**src/rtl/demux_pkg.sv**
```systemverilog
// Shared constants and lane-counter state type for the TDM 1:4 demultiplexer.
package demux_pkg;

    localparam int unsigned LANES = 4;
    localparam int unsigned SEL_W = 2;

    localparam logic [SEL_W-1:0] LANE0 = 2'b00;
    localparam logic [SEL_W-1:0] LANE1 = 2'b01;
    localparam logic [SEL_W-1:0] LANE2 = 2'b10;
    localparam logic [SEL_W-1:0] LANE3 = 2'b11;

    localparam logic [LANES-1:0] FRAME_FULL = 4'b1111;

    typedef enum logic [SEL_W-1:0] {
        L0 = 2'b00,
        L1 = 2'b01,
        L2 = 2'b10,
        L3 = 2'b11
    } lane_state_e;

    // One-hot lane mask for a lane index.
    function automatic logic [LANES-1:0] lane_onehot(input logic [SEL_W-1:0] idx);
        return LANES'(1) << idx;
    endfunction

endpackage

```
**src/rtl/tdm_demux_1to4_if.sv**
```systemverilog
// Input-stream and frame-output bundle of the TDM 1:4 demultiplexer.
// sel_load/sel_in exist only when SEL_OVERRIDE_EN is defined.
interface tdm_demux_1to4_if #(
    parameter int unsigned WIDTH = 4
);
    import demux_pkg::*;

    logic [WIDTH-1:0] din;
    logic             din_valid;
    logic             din_sync;
    logic             din_ready;
    logic [WIDTH-1:0] y0;
    logic [WIDTH-1:0] y1;
    logic [WIDTH-1:0] y2;
    logic [WIDTH-1:0] y3;
    logic [LANES-1:0] lane_vld;
    logic [SEL_W-1:0] sel;
    logic             frame_valid;
    logic             frame_ready;
    logic             frame_err;
`ifdef SEL_OVERRIDE_EN
    logic             sel_load;
    logic [SEL_W-1:0] sel_in;
`endif

    modport master (
        output din, din_valid, din_sync, frame_ready,
`ifdef SEL_OVERRIDE_EN
        output sel_load, sel_in,
`endif
        input  din_ready, y0, y1, y2, y3, lane_vld, sel, frame_valid, frame_err
    );

    modport slave (
        input  din, din_valid, din_sync, frame_ready,
`ifdef SEL_OVERRIDE_EN
        input  sel_load, sel_in,
`endif
        output din_ready, y0, y1, y2, y3, lane_vld, sel, frame_valid, frame_err
    );

endinterface

```
**src/rtl/tdm_demux_ctrl.sv**
```systemverilog
// Lane counter, lane-valid tracking, frame handshake and sync-error detection.
// SEL_OVERRIDE_EN adds an explicit lane load that outranks din_sync.
module tdm_demux_ctrl
    import demux_pkg::*;
(
    input  logic             clk,
    input  logic             rst_n,
    input  logic             i_din_valid,
    input  logic             i_din_sync,
    input  logic             i_frame_ready,
`ifdef SEL_OVERRIDE_EN
    input  logic             i_sel_load,
    input  logic [SEL_W-1:0] i_sel_in,
`endif
    output logic             o_din_ready_c,
    output logic [LANES-1:0] o_lane_we_c,
    output logic [LANES-1:0] o_lane_vld,
    output logic [SEL_W-1:0] o_sel,
    output logic             o_frame_valid,
    output logic             o_frame_err
);

    lane_state_e      r_state;
    lane_state_e      w_state_nxt;
    logic [LANES-1:0] r_lane_vld;
    logic [LANES-1:0] w_lane_vld_nxt;
    logic             r_frame_valid;
    logic             w_frame_valid_nxt;
    logic             r_frame_err;
    logic             w_frame_err_nxt;
    logic             w_accept;
    logic             w_xfer;
    logic [SEL_W-1:0] w_base;
    logic [SEL_W-1:0] w_idx;

    // A frame leaving this edge frees the block to take a word on the same edge.
    assign o_din_ready_c = !r_frame_valid || i_frame_ready;
    assign w_accept      = i_din_valid && o_din_ready_c;
    assign w_xfer        = r_frame_valid && i_frame_ready;

    always_ff @(posedge clk) begin
        if (!rst_n) begin
            r_state       <= L0;
            r_lane_vld    <= '0;
            r_frame_valid <= 1'b0;
            r_frame_err   <= 1'b0;
        end else begin
            r_state       <= w_state_nxt;
            r_lane_vld    <= w_lane_vld_nxt;
            r_frame_valid <= w_frame_valid_nxt;
            r_frame_err   <= w_frame_err_nxt;
        end
    end

    always_comb begin
        w_base            = w_xfer ? LANE0 : r_state;
        w_idx             = w_base;
        w_state_nxt       = lane_state_e'(w_base);
        w_lane_vld_nxt    = w_xfer ? '0 : r_lane_vld;
        w_frame_valid_nxt = r_frame_valid && !w_xfer;
        w_frame_err_nxt   = 1'b0;
        o_lane_we_c       = '0;

        if (w_accept) begin
`ifdef SEL_OVERRIDE_EN
            if (i_sel_load) begin
                w_idx = i_sel_in;
            end else
`endif
            if (i_din_sync && (w_base != LANE0)) begin
                // Sync mid-frame: drop the partial frame and restart at lane 0.
                w_idx           = LANE0;
                w_lane_vld_nxt  = '0;
                w_frame_err_nxt = 1'b1;
            end
            o_lane_we_c    = lane_onehot(w_idx);
            w_lane_vld_nxt = w_lane_vld_nxt | lane_onehot(w_idx);
            w_state_nxt    = lane_state_e'(w_idx + SEL_W'(1));
            if (w_lane_vld_nxt == FRAME_FULL) begin
                w_frame_valid_nxt = 1'b1;
            end
        end
    end

    assign o_lane_vld    = r_lane_vld;
    assign o_sel         = r_state;
    assign o_frame_valid = r_frame_valid;
    assign o_frame_err   = r_frame_err;

endmodule

```
**src/rtl/tdm_demux_1to4.sv**
```systemverilog
// TDM 1:4 demultiplexer top: four registered lanes written by the control block.
// SEL_OVERRIDE_EN enables the sel_load/sel_in lane override.
module tdm_demux_1to4
    import demux_pkg::*;
#(
    parameter int unsigned WIDTH = 4
) (
    input  logic              clk,
    input  logic              rst_n,
    tdm_demux_1to4_if.slave   bus
);

    logic [WIDTH-1:0] r_y [LANES];
    logic [LANES-1:0] w_lane_we;
    logic             w_din_ready;
    logic [LANES-1:0] w_lane_vld;
    logic [SEL_W-1:0] w_sel;
    logic             w_frame_valid;
    logic             w_frame_err;

    tdm_demux_ctrl u_ctrl (
        .clk           (clk),
        .rst_n         (rst_n),
        .i_din_valid   (bus.din_valid),
        .i_din_sync    (bus.din_sync),
        .i_frame_ready (bus.frame_ready),
`ifdef SEL_OVERRIDE_EN
        .i_sel_load    (bus.sel_load),
        .i_sel_in      (bus.sel_in),
`endif
        .o_din_ready_c (w_din_ready),
        .o_lane_we_c   (w_lane_we),
        .o_lane_vld    (w_lane_vld),
        .o_sel         (w_sel),
        .o_frame_valid (w_frame_valid),
        .o_frame_err   (w_frame_err)
    );

    // Lane data is only cleared by reset; stale words stay until overwritten.
    always_ff @(posedge clk) begin
        if (!rst_n) begin
            for (int i = 0; i < int'(LANES); i++) begin
                r_y[i] <= '0;
            end
        end else begin
            for (int i = 0; i < int'(LANES); i++) begin
                if (w_lane_we[i]) begin
                    r_y[i] <= bus.din;
                end
            end
        end
    end

    assign bus.y0          = r_y[0];
    assign bus.y1          = r_y[1];
    assign bus.y2          = r_y[2];
    assign bus.y3          = r_y[3];
    assign bus.din_ready   = w_din_ready;
    assign bus.lane_vld    = w_lane_vld;
    assign bus.sel         = w_sel;
    assign bus.frame_valid = w_frame_valid;
    assign bus.frame_err   = w_frame_err;

endmodule
```
**src/flat_wrapper.sv**
```systemverilog
// flat-port wrapper written by rule: the top's interface ports become plain ports
module tdm_demux_1to4_flat import demux_pkg::*;
#(
    parameter int unsigned WIDTH = 4
)
  (clk, rst_n, bus_din, bus_din_valid, bus_din_sync, bus_frame_ready, bus_din_ready, bus_y0, bus_y1, bus_y2, bus_y3, bus_lane_vld, bus_sel, bus_frame_valid, bus_frame_err);
  tdm_demux_1to4_if #(.WIDTH(WIDTH)) bus_i ();
  input  logic clk;
  input  logic rst_n;
  input wire logic [$bits(bus_i.din)-1:0] bus_din;
  input wire logic [$bits(bus_i.din_valid)-1:0] bus_din_valid;
  input wire logic [$bits(bus_i.din_sync)-1:0] bus_din_sync;
  input wire logic [$bits(bus_i.frame_ready)-1:0] bus_frame_ready;
  output wire logic [$bits(bus_i.din_ready)-1:0] bus_din_ready;
  output wire logic [$bits(bus_i.y0)-1:0] bus_y0;
  output wire logic [$bits(bus_i.y1)-1:0] bus_y1;
  output wire logic [$bits(bus_i.y2)-1:0] bus_y2;
  output wire logic [$bits(bus_i.y3)-1:0] bus_y3;
  output wire logic [$bits(bus_i.lane_vld)-1:0] bus_lane_vld;
  output wire logic [$bits(bus_i.sel)-1:0] bus_sel;
  output wire logic [$bits(bus_i.frame_valid)-1:0] bus_frame_valid;
  output wire logic [$bits(bus_i.frame_err)-1:0] bus_frame_err;
  assign bus_i.din = bus_din;
  assign bus_i.din_valid = bus_din_valid;
  assign bus_i.din_sync = bus_din_sync;
  assign bus_i.frame_ready = bus_frame_ready;
  assign bus_din_ready = bus_i.din_ready;
  assign bus_y0 = bus_i.y0;
  assign bus_y1 = bus_i.y1;
  assign bus_y2 = bus_i.y2;
  assign bus_y3 = bus_i.y3;
  assign bus_lane_vld = bus_i.lane_vld;
  assign bus_sel = bus_i.sel;
  assign bus_frame_valid = bus_i.frame_valid;
  assign bus_frame_err = bus_i.frame_err;
  tdm_demux_1to4 #(.WIDTH(WIDTH)) u_core (.clk(clk), .rst_n(rst_n), .bus(bus_i));
endmodule
```
**config.mk**
```make
export PLATFORM = sky130hd
export DESIGN_NAME = tdm_demux_1to4_flat
export DESIGN_NICKNAME = d
export VERILOG_FILES = /design/src/rtl/demux_pkg.sv /design/src/rtl/tdm_demux_1to4_if.sv /design/src/rtl/tdm_demux_ctrl.sv /design/src/rtl/tdm_demux_1to4.sv /design/src/flat_wrapper.sv
export SDC_FILE = /design/constraint.sdc
export NUM_CORES = 1
export LEC_CHECK = 0
export CORE_MARGIN = 3
export CORE_UTILIZATION = 40
export DETAILED_ROUTE_END_ITERATION = 10
export PLACE_DENSITY_LB_ADDON = 0.1
export SLEW_MARGIN = 10
export SYNTH_ARGS = -nofsm -noshare
export SYNTH_HDL_FRONTEND = slang
export SYNTH_SLANG_ARGS = --single-unit
export TNS_END_PERCENT = 100
```
**constraint.sdc**
```tcl
create_clock -name clk -period 4.35 [get_ports clk]
set_clock_uncertainty 0.15 [all_clocks]
set_input_delay 0.435 -clock clk [delete_from_list [all_inputs] [get_ports clk]]
set_output_delay 0.435 -clock clk [all_outputs]
set_load 0.03 [all_outputs]
```
* Yosys cells after proc, flatten, opt, wreduce, memory -nomap -nowiden
Memory sizes are Yosys's and may differ from the RTL's. Index checks and enable logic that the tools add are counted.
Storage, ports and cells: RAM bits 16, word-level logic and storage cells 51, output and inout port bits 25, flip-flop bits (word level) 8, memories kept 1, input bits 9
Memories:
- u_core.r_y | depth 4, width 4, rd ports 4, clocked after Yosys merged registers in 0, write ports 4, RTL line tdm_demux_1to4.sv:13 | logic [WIDTH-1:0] r_y [LANES];
Operators by class: add/subtract/negate cells 1, muxes and demuxes 29, equal/unequal tests 1, shift operators 1, reductions and logical operators 9, bitwise logic cells 5
Operators with widths (number):
- $mux W4 | 9
- $mux W1 | 16
- $mux W2 | 4
- $eq A4 B4 Y1 const B | 1
- $logic_and A1 B1 Y1 | 4
- $or A1 B1 Y1 | 4
- $or A4 B4 Y4 | 1
- $shl A1 B2 Y4 const A | 1
- $add A2 B1 Y2 const B | 1
- $logic_not A1 Y1 | 2
- $reduce_and A2 Y1 | 1
- $reduce_bool A2 Y1 | 1
- $logic_or A1 B1 Y1 | 1

* Longest topological paths before layout
Gate-level depths: netlist of run 1.
word-level depth 12, depth in mapped cells 8, mapped depth without buffers 8

* Cells and area by module
From an unflattened synthesis of run 1, not the netlist that was laid out.
Unflattened totals: cell total of the unflattened synthesis 90, area total of the unflattened synthesis 1081.0 um^2
Modules (own cells, without submodules):
- tdm_demux_1to4 | area each 620.6 um^2, times used 1, sequential area each 480.5 um^2, cells each 38
- tdm_demux_ctrl | area each 460.4 um^2, times used 1, sequential area each 160.2 um^2, cells each 52

* Worst setup path after synthesis of run 1
OpenSTA, ideal clock, no wires.
path kind reg2reg, start point reg u_core.u_ctrl.r_frame_valid (netlist: u_core.u_ctrl.o_frame_valid), end point reg u_core.u_ctrl.r_frame_valid (netlist: u_core.u_ctrl.o_frame_valid), data arrival time 1626 ps, buffers on the path 0, data required time 4142 ps, setup slack 2516 ps, stages on the path, launching flop included 9, cell sequence dfxtp_1 > and2_1 > nor2_1 > nand2_1 > inv_1 > ha_1 > nand3_1 > a2111oi_2 > o21a_1
Between the ends: word-level cells in the longest chain between the ends 11, elaborated cells on any way between the ends 19, those cells by class eq/ne (1); shift (1); mux (8); bitwise (1); reduce/logical (8)
RTL lines:
- start: declaration | RTL line tdm_demux_ctrl.sv:27 | logic r_frame_valid;
- start signal: assignment | RTL line tdm_demux_ctrl.sv:50 | r_frame_valid <= w_frame_valid_nxt;
- $logic_and A1 B1 Y1 | RTL line tdm_demux_ctrl.sv:39 | assign w_xfer = r_frame_valid && i_frame_ready;
- $mux W2 | RTL line tdm_demux_ctrl.sv:56 | w_base = w_xfer ? LANE0 : r_state;
- $reduce_bool A2 Y1 | RTL line tdm_demux_ctrl.sv:70 | if (i_din_sync && (w_base != LANE0)) begin
- $logic_and A1 B1 Y1 | RTL line tdm_demux_ctrl.sv:70
- $mux W2 | RTL line tdm_demux_ctrl.sv:70
- $mux W2 | RTL line tdm_demux_ctrl.sv:64 | if (w_accept) begin
- $shl A1 B2 Y4 | RTL line demux_pkg.sv:23 | return LANES'(1) << idx;
- $or A4 B4 Y4 | RTL line tdm_demux_ctrl.sv:77 | w_lane_vld_nxt = w_lane_vld_nxt | lane_onehot(w_idx);
- $eq A4 B4 Y1 | RTL line tdm_demux_ctrl.sv:79 | if (w_lane_vld_nxt == FRAME_FULL) begin
- $mux W1 | RTL line tdm_demux_ctrl.sv:79
- $mux W1 * | RTL line tdm_demux_ctrl.sv:64
Mark *: on every way between the ends. The rest lies on a longest branch, timed or not. The select of a mux whose other input is x is not followed. A chain may end at the register's enable or synchronous reset.

* Worst setup path in the final report of run 1
start point in bus_frame_ready, end point out bus_din_ready
Between the ends: word-level cells in the longest chain between the ends 1
RTL lines:
- start: declaration | RTL line flat_wrapper.sv:13 | input wire logic [$bits(bus_i.frame_ready)-1:0] bus_frame_ready;
- $logic_or A1 B1 Y1 | RTL line tdm_demux_ctrl.sv:37 | assign o_din_ready_c = !r_frame_valid || i_frame_ready;
- end: declaration | RTL line flat_wrapper.sv:14 | output wire logic [$bits(bus_i.din_ready)-1:0] bus_din_ready;
No other way between the ends.

==> results.toml, run 1 <==
[run_status]
status = "finished clean"

[timing]
fmax_mhz = 398.4
hold_viol = 0
fin_ws_ns = 1.840
finalSetupTns_ns = 0
slew_headroom_pct = 66.28
worstMarginPinSlew_ns = 0.5043
rsz0062_at_grt = "no"
slew_viol_final = 0
finalSetupViolations = 0
layout_min_cycle_time_ns = 2.510
min_period_over_period_pct = 57.71

[layout]
final_cell_mix = "33 x clkdlybuf4s50_1, 17 x nor2_1, 16 x edfxtp_1"
drive_gt1_share_pct = 3.731
antenna_cells = 0
fin_util_pct = 57.71
nFillCells = 229
design_area_um2 = 1443
synthToLayoutAreaGrowth_pct = 35.49
final_common_cell = "clkdlybuf4s50_1"
nets = 148

[floorplan]
core.rowCount = 18
die_h_um = 57.60
core_um2 = 2500
die_w_um = 57.60
ios = 34
initial_utilization_pct = 42.59
dieArea_um2 = 3317

[yosys]
ys_types = 25
synth_top_cell_by_area = "edfxtp_1"
synthTopCellsByArea = "edfxtp_1 45%, dfxtp_1 15%, nor2_1 6.0%"
syn_avg_cell_area_um2 = 10.65
synth_cells = 100
synth_seq_area_share_pct = 60.16
ys_ff_latch = 24
synth.top_cell.area_share_pct = 45.12
syn_nets = 113
synth_warnings = 0
syn_area_um2 = 1065

[grt]
grt_pass1_vias = 792
grtUsageTotal_pct = 14.25
grt_pass1_wl_mm = 3.615
grt_max_degree = 17
grt_antenna_before_repair = 0
grt_overflow_total = 0

[route]
ant_nets = 0
viasPerCell = 4.994
routed_wl_mm = 2.088
drtPass1Iterations = 4
drc = 0
vias = 819
initialDrtViolationCount = 12
post_drt_wl_per_cell_um = 12.73

[hold_path]
hold_path.class = "flop to flop"

[clock_network]
clk_path_buf_depth = 2
cts_buffers = 3
clock-root-buffer = "clkbuf_4"
tritoncts = "yes"
post_cts_resized = 0
clk_pin_slew_ns = 0.12
insertion_delay_ns = 0.31
clock-sinks = 24
cts_hold_buf = 0
post_cts_buffers = 0
cts_max_level = 1

[flow_run]
drv_cap = 0

[placed_design]
dp_hpwl_mm = 1.611
gp_congestion = 0.8168
dp_slack_ns = 1.848
io_buffers = 33
post_dp_cell_area_um2 = 1416

[pwr]
peakVddDrop_uv = 189.5
leakagePower_nw = 0.5795
powerDensity_nw_per_um2 = 298.7

[worst_setup_path]
crit_arrival_ns = 1.93
crit_fanout = 7
path_class = "primary input to output port"
worst_setup_path_end_kind = "output port"
cp.required_ns = 3.76
cp-start-kind = "primary input"
-- stage by stage --
step	power (mW)	cells	hold WS [ns]
2_1_floorplan	0.3048	100	0.4325
5_1_grt	0.4540	164	0.3606
3_5_place_dp	0.3390	160	0.3210
4_1_cts	0.4339	164	0.3385
6_report	0.4308	164	0.3387
3_3_place_gp	0.3381	160	0.3195
-- registers in the layout (all words and copies together), names as in the netlist --
register	flops
u_core.u_ctrl.o_sel	2
u_core.r_y	16
u_core.u_ctrl.o_frame_valid	1
u_core.u_ctrl.o_lane_vld	4
u_core.u_ctrl.o_frame_err	1
-- report_power, final --
group | internal (mW) | switching, mW | total [mW]
combinational | 0.0308 | 0.0442 | 0.0750
sequential | 0.253 | 0.00486 | 0.258
clock | 0.0336 | 0.0641 | 0.0977
total | 0.318 | 0.113 | 0.431
-- cell type report --
class	count	area, µm²	share of cell area (%)
inverters	7	26.28	1.821
well taps	30	37.54	2.602
multi-input cells	66	381.6	26.45
flip-flops and latches	24	640.6	44.41
clock inverters	1	3.754	0.2602
repair buffers	33	330.3	22.90
clock buffers	3	22.52	1.561
-- worst paths after layout --
path	start	end	slack (ns)	cells past startpoint
setup / recovery	bus_frame_ready	bus_din_ready	1.84	3
hold / removal	u_core.u_ctrl.o_lane_vld[3]	u_core.u_ctrl.o_lane_vld[3]	0.34	2
setup reg to reg	u_core.u_ctrl.o_frame_valid	u_core.u_ctrl.o_frame_valid	2.49	8
hold reg to reg	u_core.u_ctrl.o_lane_vld[3]	u_core.u_ctrl.o_lane_vld[3]	0.34	2
-- metal layers --
| metal | vias up | track usage (%) | share of wire (%) |
|---|---|---|---|
| met3 | 5 | 2.715 | 5.7 |
| met4 | 0 | 5.960 | 2.1 |
| met5 | - | 0 | 0 |
| met2 | 26 | 23.55 | 48 |
| li1 | 412 | - | - |
| met1 | 376 | 18.17 | 44 |
-- cell usage after synthesis --
master     count
a2111oi_2      1
a211oi_1       1
a21boi_1       4
a31oi_1        4
and2_1         3
and2b_1        1
and3_1         1
and3b_1        1
buf_2          1
buf_4          1
clkbuf_1       1
dfxtp_1        8
edfxtp_1      16
ha_1           4
inv_1          7
mux2i_1        1
nand2_1       14
nand2b_1       1
nand3_1        6
nor2_1        17
o211ai_1       1
o21a_1         2
o21ai_0        2
o21ai_2        1
o2bb2ai_1      1
-- kinds of logic after synthesis --
logic type	synth area share, %
flops	60.16
buf+inv	3.995
mux	0.9401
simple gates	18.22
fa+ha+maj	4.701
compound gates	11.99
-- critical path: stages --
cell	delay [ns]
clkdlybuf4s50_1	0.53
nand2b_1	0.24
clkdlybuf4s50_1	0.72
Note: power is estimated with default switching activity, not from simulation.
==> run 2, diff against run 1 <==
==> constraint.sdc (replaced) <==
create_clock -name clk -period 2.3 [get_ports clk]
set_clock_uncertainty 0.15 [all_clocks]
set_input_delay 0.23 -clock clk [delete_from_list [all_inputs] [get_ports clk]]
set_output_delay 0.23 -clock clk [all_outputs]
set_load 0.03 [all_outputs]
==> run 2 against run 1 <==
  * Setup slack lost 1.5 ns
  * Non-clock buffer count increased by 1
  * Largest cell class unchanged
  * Cell area up 0.52%
==> results.toml, run 2 (synthesized netlist as in run 1, its figures left out) <==
[grt]
grt_max_degree = 17
grtUsageTotal_pct = 14.85
grt_antenna_before_repair = 0
grt_pass1_vias = 830
grt_pass1_wl_mm = 3.760
grt_overflow_total = 0

[layout]
regMostFlops = "u_core.r_y"
synthToLayoutAreaGrowth_pct = 36.19
drive_gt1_share_pct = 4.444
antenna_cells = 0
final_common_cell = "clkdlybuf4s50_1"
final_cell_mix = "33 x clkdlybuf4s50_1, 17 x nor2_1, 16 x edfxtp_1"
fin_util_pct = 58.01
nets = 149
design_area_um2 = 1450
largest_reg_flops = 16

[worst_setup_path]
path_cells = "clkdlybuf4s50_1, nand2b_1, clkdlybuf4s50_1"
cpPeakStageDelay_ns = 0.68
regToRegSetupSlack_ns = 0.41
r2r_cells = 8
crit_buf_inv = 2
slowest_stage = "clkdlybuf4s50_1"
path_class = "primary input to output port"
worst_path_most_repeated_cell = "clkdlybuf4s50_1"
crit_arrival_ns = 1.60
worstReg2RegEnd = "u_core.u_ctrl.o_frame_valid"
worst_setup_path_end_kind = "output port"
cp_num_cells = 3
reg2reg_from = "u_core.u_ctrl.o_frame_valid"
endpoint = "bus_din_ready"
critPathLaunch = "bus_frame_ready"
crit_fanout = 4
cp.required_ns = 1.92
cp-start-kind = "primary input"
crit_family = "buffers and inverters"

[floorplan]
die_h_um = 57.60
dieArea_um2 = 3317
core_um2 = 2500
ios = 34
die_w_um = 57.60
core.rowCount = 18
initial_utilization_pct = 42.59

[timing]
fmax_mhz = 505.3
rsz0062_at_grt = "no"
min_period_over_period_pct = 86.05
hold_viol = 0
slew_headroom_pct = 67.40
layout_min_cycle_time_ns = 1.979
finalSetupTns_ns = 0
worstMarginPinSlew_ns = 0.4875
slew_viol_final = 0
finalSetupViolations = 0

[clock_network]
clk_path_buf_depth = 2
post_cts_buffers = 0
post_cts_resized = 0
clk_pin_slew_ns = 0.13
clock-root-buffer = "clkbuf_4"
tritoncts = "yes"
cts_max_level = 1
cts_hold_buf = 0
insertion_delay_ns = 0.31
clock-sinks = 24
cts_buffers = 3

[placed_design]
dp_hpwl_mm = 1.764
io_buffers = 33
post_dp_cell_area_um2 = 1424
gp_congestion = 0.8027

[pwr]
powerDensity_nw_per_um2 = 563.2
peakVddDrop_uv = 339.8
leakagePower_nw = 0.5836

[route]
initialDrtViolationCount = 17
drtPass1Iterations = 4
viasPerCell = 5.109
post_drt_wl_per_cell_um = 13.45
drc = 0
routed_wl_mm = 2.219
vias = 843
ant_nets = 0

[flow_run]
drv_cap = 0

[run_status]
status = "finished clean"

[hold_path]
hold_path.class = "flop to flop"
## run 2: worst min path at each step
stage / startpoint / to / slack [ns] / depth (start not counted)
3_5_place_dp: u_core.u_ctrl.o_lane_vld[1] / u_core.u_ctrl.o_lane_vld[1] / 0.32 / 2
6_report: u_core.u_ctrl.o_lane_vld[3] / u_core.u_ctrl.o_lane_vld[3] / 0.34 / 2
3_3_place_gp: u_core.u_ctrl.o_lane_vld[3] / u_core.u_ctrl.o_lane_vld[3] / 0.32 / 2
4_1_cts: u_core.u_ctrl.o_lane_vld[3] / u_core.u_ctrl.o_lane_vld[3] / 0.34 / 2
2_1_floorplan: rst_n / u_core.u_ctrl.o_sel[0] / 0.23 / 2
5_1_grt: u_core.u_ctrl.o_lane_vld[3] / u_core.u_ctrl.o_lane_vld[3] / 0.37 / 2
## run 2: cell type report
class	count	area, µm²
fillers	250	1050
flip-flops and latches	24	640.6
multi-input cells	66	381.6
repair buffers	34	337.8
well taps	30	37.54
inverters	7	26.28
clock buffers	3	22.52
clock inverters	1	3.754
## run 2: stage by stage
| step | power (mW) | setup WS (ns) | hold WS [ns] | instances |
|---|---|---|---|---|
| floorplan | 0.5765 | 0.4663 | 0.2275 | 100 |
| global placement | 0.6393 | 0.1818 | 0.3228 | 161 |
| detailed placement | 0.6419 | 0.08841 | 0.3233 | 161 |
| CTS | 0.8163 | 0.3210 | 0.3407 | 165 |
| global route | 0.8578 | 0.2064 | 0.3684 | 165 |
| finish | 0.8167 | 0.3209 | 0.3406 | 165 |
## run 2: layer usage
layer | GRT usage, % | vias up | wire, µm
met2 | 25.65 | 30 | 1143
met1 | 17.97 | 394 | 915
li1 | - | 415 | -
met4 | 6.954 | 0 | 38
met5 | 0 | - | 0
met3 | 2.262 | 4 | 122
## run 2: worst register-to-register path, delay by kind of cell, from the launching register on
family          cells  cell delay (ns)
simple gates        4             0.56
compound gates      2             0.46
flops               1             0.40
fa+ha+maj           1             0.17
buf+inv             1             0.11
## run 2: power by group
part / switching (mW) / internal (mW)
Combinational: 0.0837 / 0.0583
Clock: 0.123 / 0.0634
Sequential: 0.00931 / 0.479
==> run 3, diff against run 2 <==
--- a/config.mk
+++ b/config.mk
@@ -5,9 +5,11 @@
 export SDC_FILE = /design/constraint.sdc
 export NUM_CORES = 1
 export LEC_CHECK = 0
+export ABC_CLOCK_PERIOD_IN_PS = 2300
 export CORE_MARGIN = 3
 export CORE_UTILIZATION = 40
 export DETAILED_ROUTE_END_ITERATION = 10
+export GPL_TIMING_DRIVEN = 0
 export PLACE_DENSITY_LB_ADDON = 0.1
 export SLEW_MARGIN = 10
 export SYNTH_ARGS = -nofsm -noshare
==> run 3 against run 2 <==
  * Clock-buffer cell count is the same
  * Critical path type unchanged
  * Cell area rose by 0.35%
  * Via count down 2.1%
  * Combinational power about the same
  * Critical path depth is 1 higher
  * Setup slack lost 0.10 ns
==> results.toml, run 3 (synthesized netlist as in run 1, its figures left out) <==
[worst_setup_path]
reg2reg_from = "u_core.u_ctrl.o_frame_valid"
crit_fanout = 7
crit_arrival_ns = 1.70
worstReg2RegEnd = "u_core.u_ctrl.o_frame_valid"
cp.required_ns = 1.92
r2r_cells = 8
worst_setup_path_end_kind = "output port"
regToRegSetupSlack_ns = 0.40
cp-start-kind = "primary input"
path_class = "primary input to output port"

[clock_network]
tritoncts = "yes"
clock-sinks = 24
insertion_delay_ns = 0.31
cts_buffers = 3
cts_hold_buf = 0
clk_pin_slew_ns = 0.11
post_cts_resized = 0
post_cts_buffers = 0
clock-root-buffer = "clkbuf_4"
clk_path_buf_depth = 2
cts_max_level = 1

[layout]
regMostFlops = "u_core.r_y"
synthToLayoutAreaGrowth_pct = 36.66
drive_gt1_share_pct = 5.147
antenna_cells = 0
fin_util_pct = 58.21
final_cell_mix = "33 x clkdlybuf4s50_1, 17 x nor2_1, 16 x edfxtp_1"
final_common_cell = "clkdlybuf4s50_1"
nets = 151
largest_reg_flops = 16

[floorplan]
die_h_um = 57.60
core.rowCount = 18
ios = 34
dieArea_um2 = 3317
core_um2 = 2500
die_w_um = 57.60
initial_utilization_pct = 42.59

[timing]
fmax_mhz = 481.1
slew_viol_final = 0
slew_headroom_pct = 74.23
layout_min_cycle_time_ns = 2.079
rsz0062_at_grt = "no"
hold_viol = 0
finalSetupViolations = 0
fin_hold_ws_ns = 0.3320
worstMarginPinSlew_ns = 0.3866
finalSetupTns_ns = 0
min_period_over_period_pct = 90.38

[grt]
grt_overflow_total = 0
grtUsageTotal_pct = 14.42
grt_pass1_vias = 826
grt_max_degree = 13
grt_antenna_before_repair = 0
grt_pass1_wl_mm = 3.650

[pwr]
peakVddDrop_uv = 379.0
leakagePower_nw = 0.5872
powerDensity_nw_per_um2 = 555.5

[route]
routed_wl_mm = 2.146
ant_nets = 0
viasPerCell = 4.970
drc = 0
initialDrtViolationCount = 11
drtPass1Iterations = 4
post_drt_wl_per_cell_um = 12.93
vias = 825

[placed_design]
io_buffers = 33
dp_hpwl_mm = 1.715
gp_congestion = 0.8069

[flow_run]
drv_cap = 0

[run_status]
status = "finished clean"

[hold_path]
hold_path.class = "flop to flop"
holdPathEnd = "u_core.u_ctrl.o_lane_vld[3]"
min_from = "u_core.u_ctrl.o_lane_vld[3]"
min_path_cells = 2
==> run 3: cell count changes in the layout (fill, tap and decap cells not counted), sizes merged <==
cell / previous run / this run
buf: 1 / 2
clkbuf: 3 / 4
clkinv: 1 / 0
==> run 3: power by group <==
group	leakage (nW)	internal [mW]	switching [mW]	total, mW
clock network	0.0138	0.0613	0.115	0.177
registers	0.233	0.479	0.00943	0.489
logic	0.340	0.0592	0.0839	0.143
==> run 3: cell type report <==
type,count,area [µm²]
sequential,24,640.6
timing repair buffer,33,330.3
multi-input combinational,66,381.6
inverter,7,26.28
tap,30,37.54
clock buffer,3,22.52
fill,218,1045
buffer,3,16.27
==> run 3: worst max-delay path, cell delays in order <==
cell	delay, ns
clkdlybuf4s50_1	0.53
nand2b_1	0.13
buf_4	0.14
clkdlybuf4s50_1	0.67
==> run 3: how the worst max path moves through the flow <==
| stage | startpoint | cells after the start | endpoint |
|---|---|---|---|
| after floorplan | u_core.u_ctrl.o_frame_valid | 8 | u_core.u_ctrl.o_frame_valid |
| after global placement | bus_frame_ready | 9 | u_core.u_ctrl.o_frame_valid |
| after detailed placement | bus_frame_ready | 9 | u_core.u_ctrl.o_frame_valid |
| after CTS | bus_frame_ready | 4 | bus_din_ready |
| after global routing | bus_frame_ready | 4 | bus_din_ready |
| final | bus_frame_ready | 4 | bus_din_ready |
==> run 3: per-layer routing <==
layer / global-route usage [%] / vias up / routed length, µm
li1: - / 420 / -
met3: 2.941 / 5 / 141
met2: 25.32 / 28 / 1062
met5: 0 / - / 0
met1: 16.98 / 372 / 906
met4: 5.960 / 0 / 37
==> run 3: through the flow <==
stage,worst slack [ns],std cells,instance area [µm²],power [mW]
global placement,0.06042,163,1433,0.6403
CTS,0.2178,166,1455,0.8088
global route,0.1739,166,1455,0.8397
finish,0.2213,166,1455,0.8083
detailed placement,0.04343,163,1433,0.6425
floorplan,0.4663,100,1065,0.5765
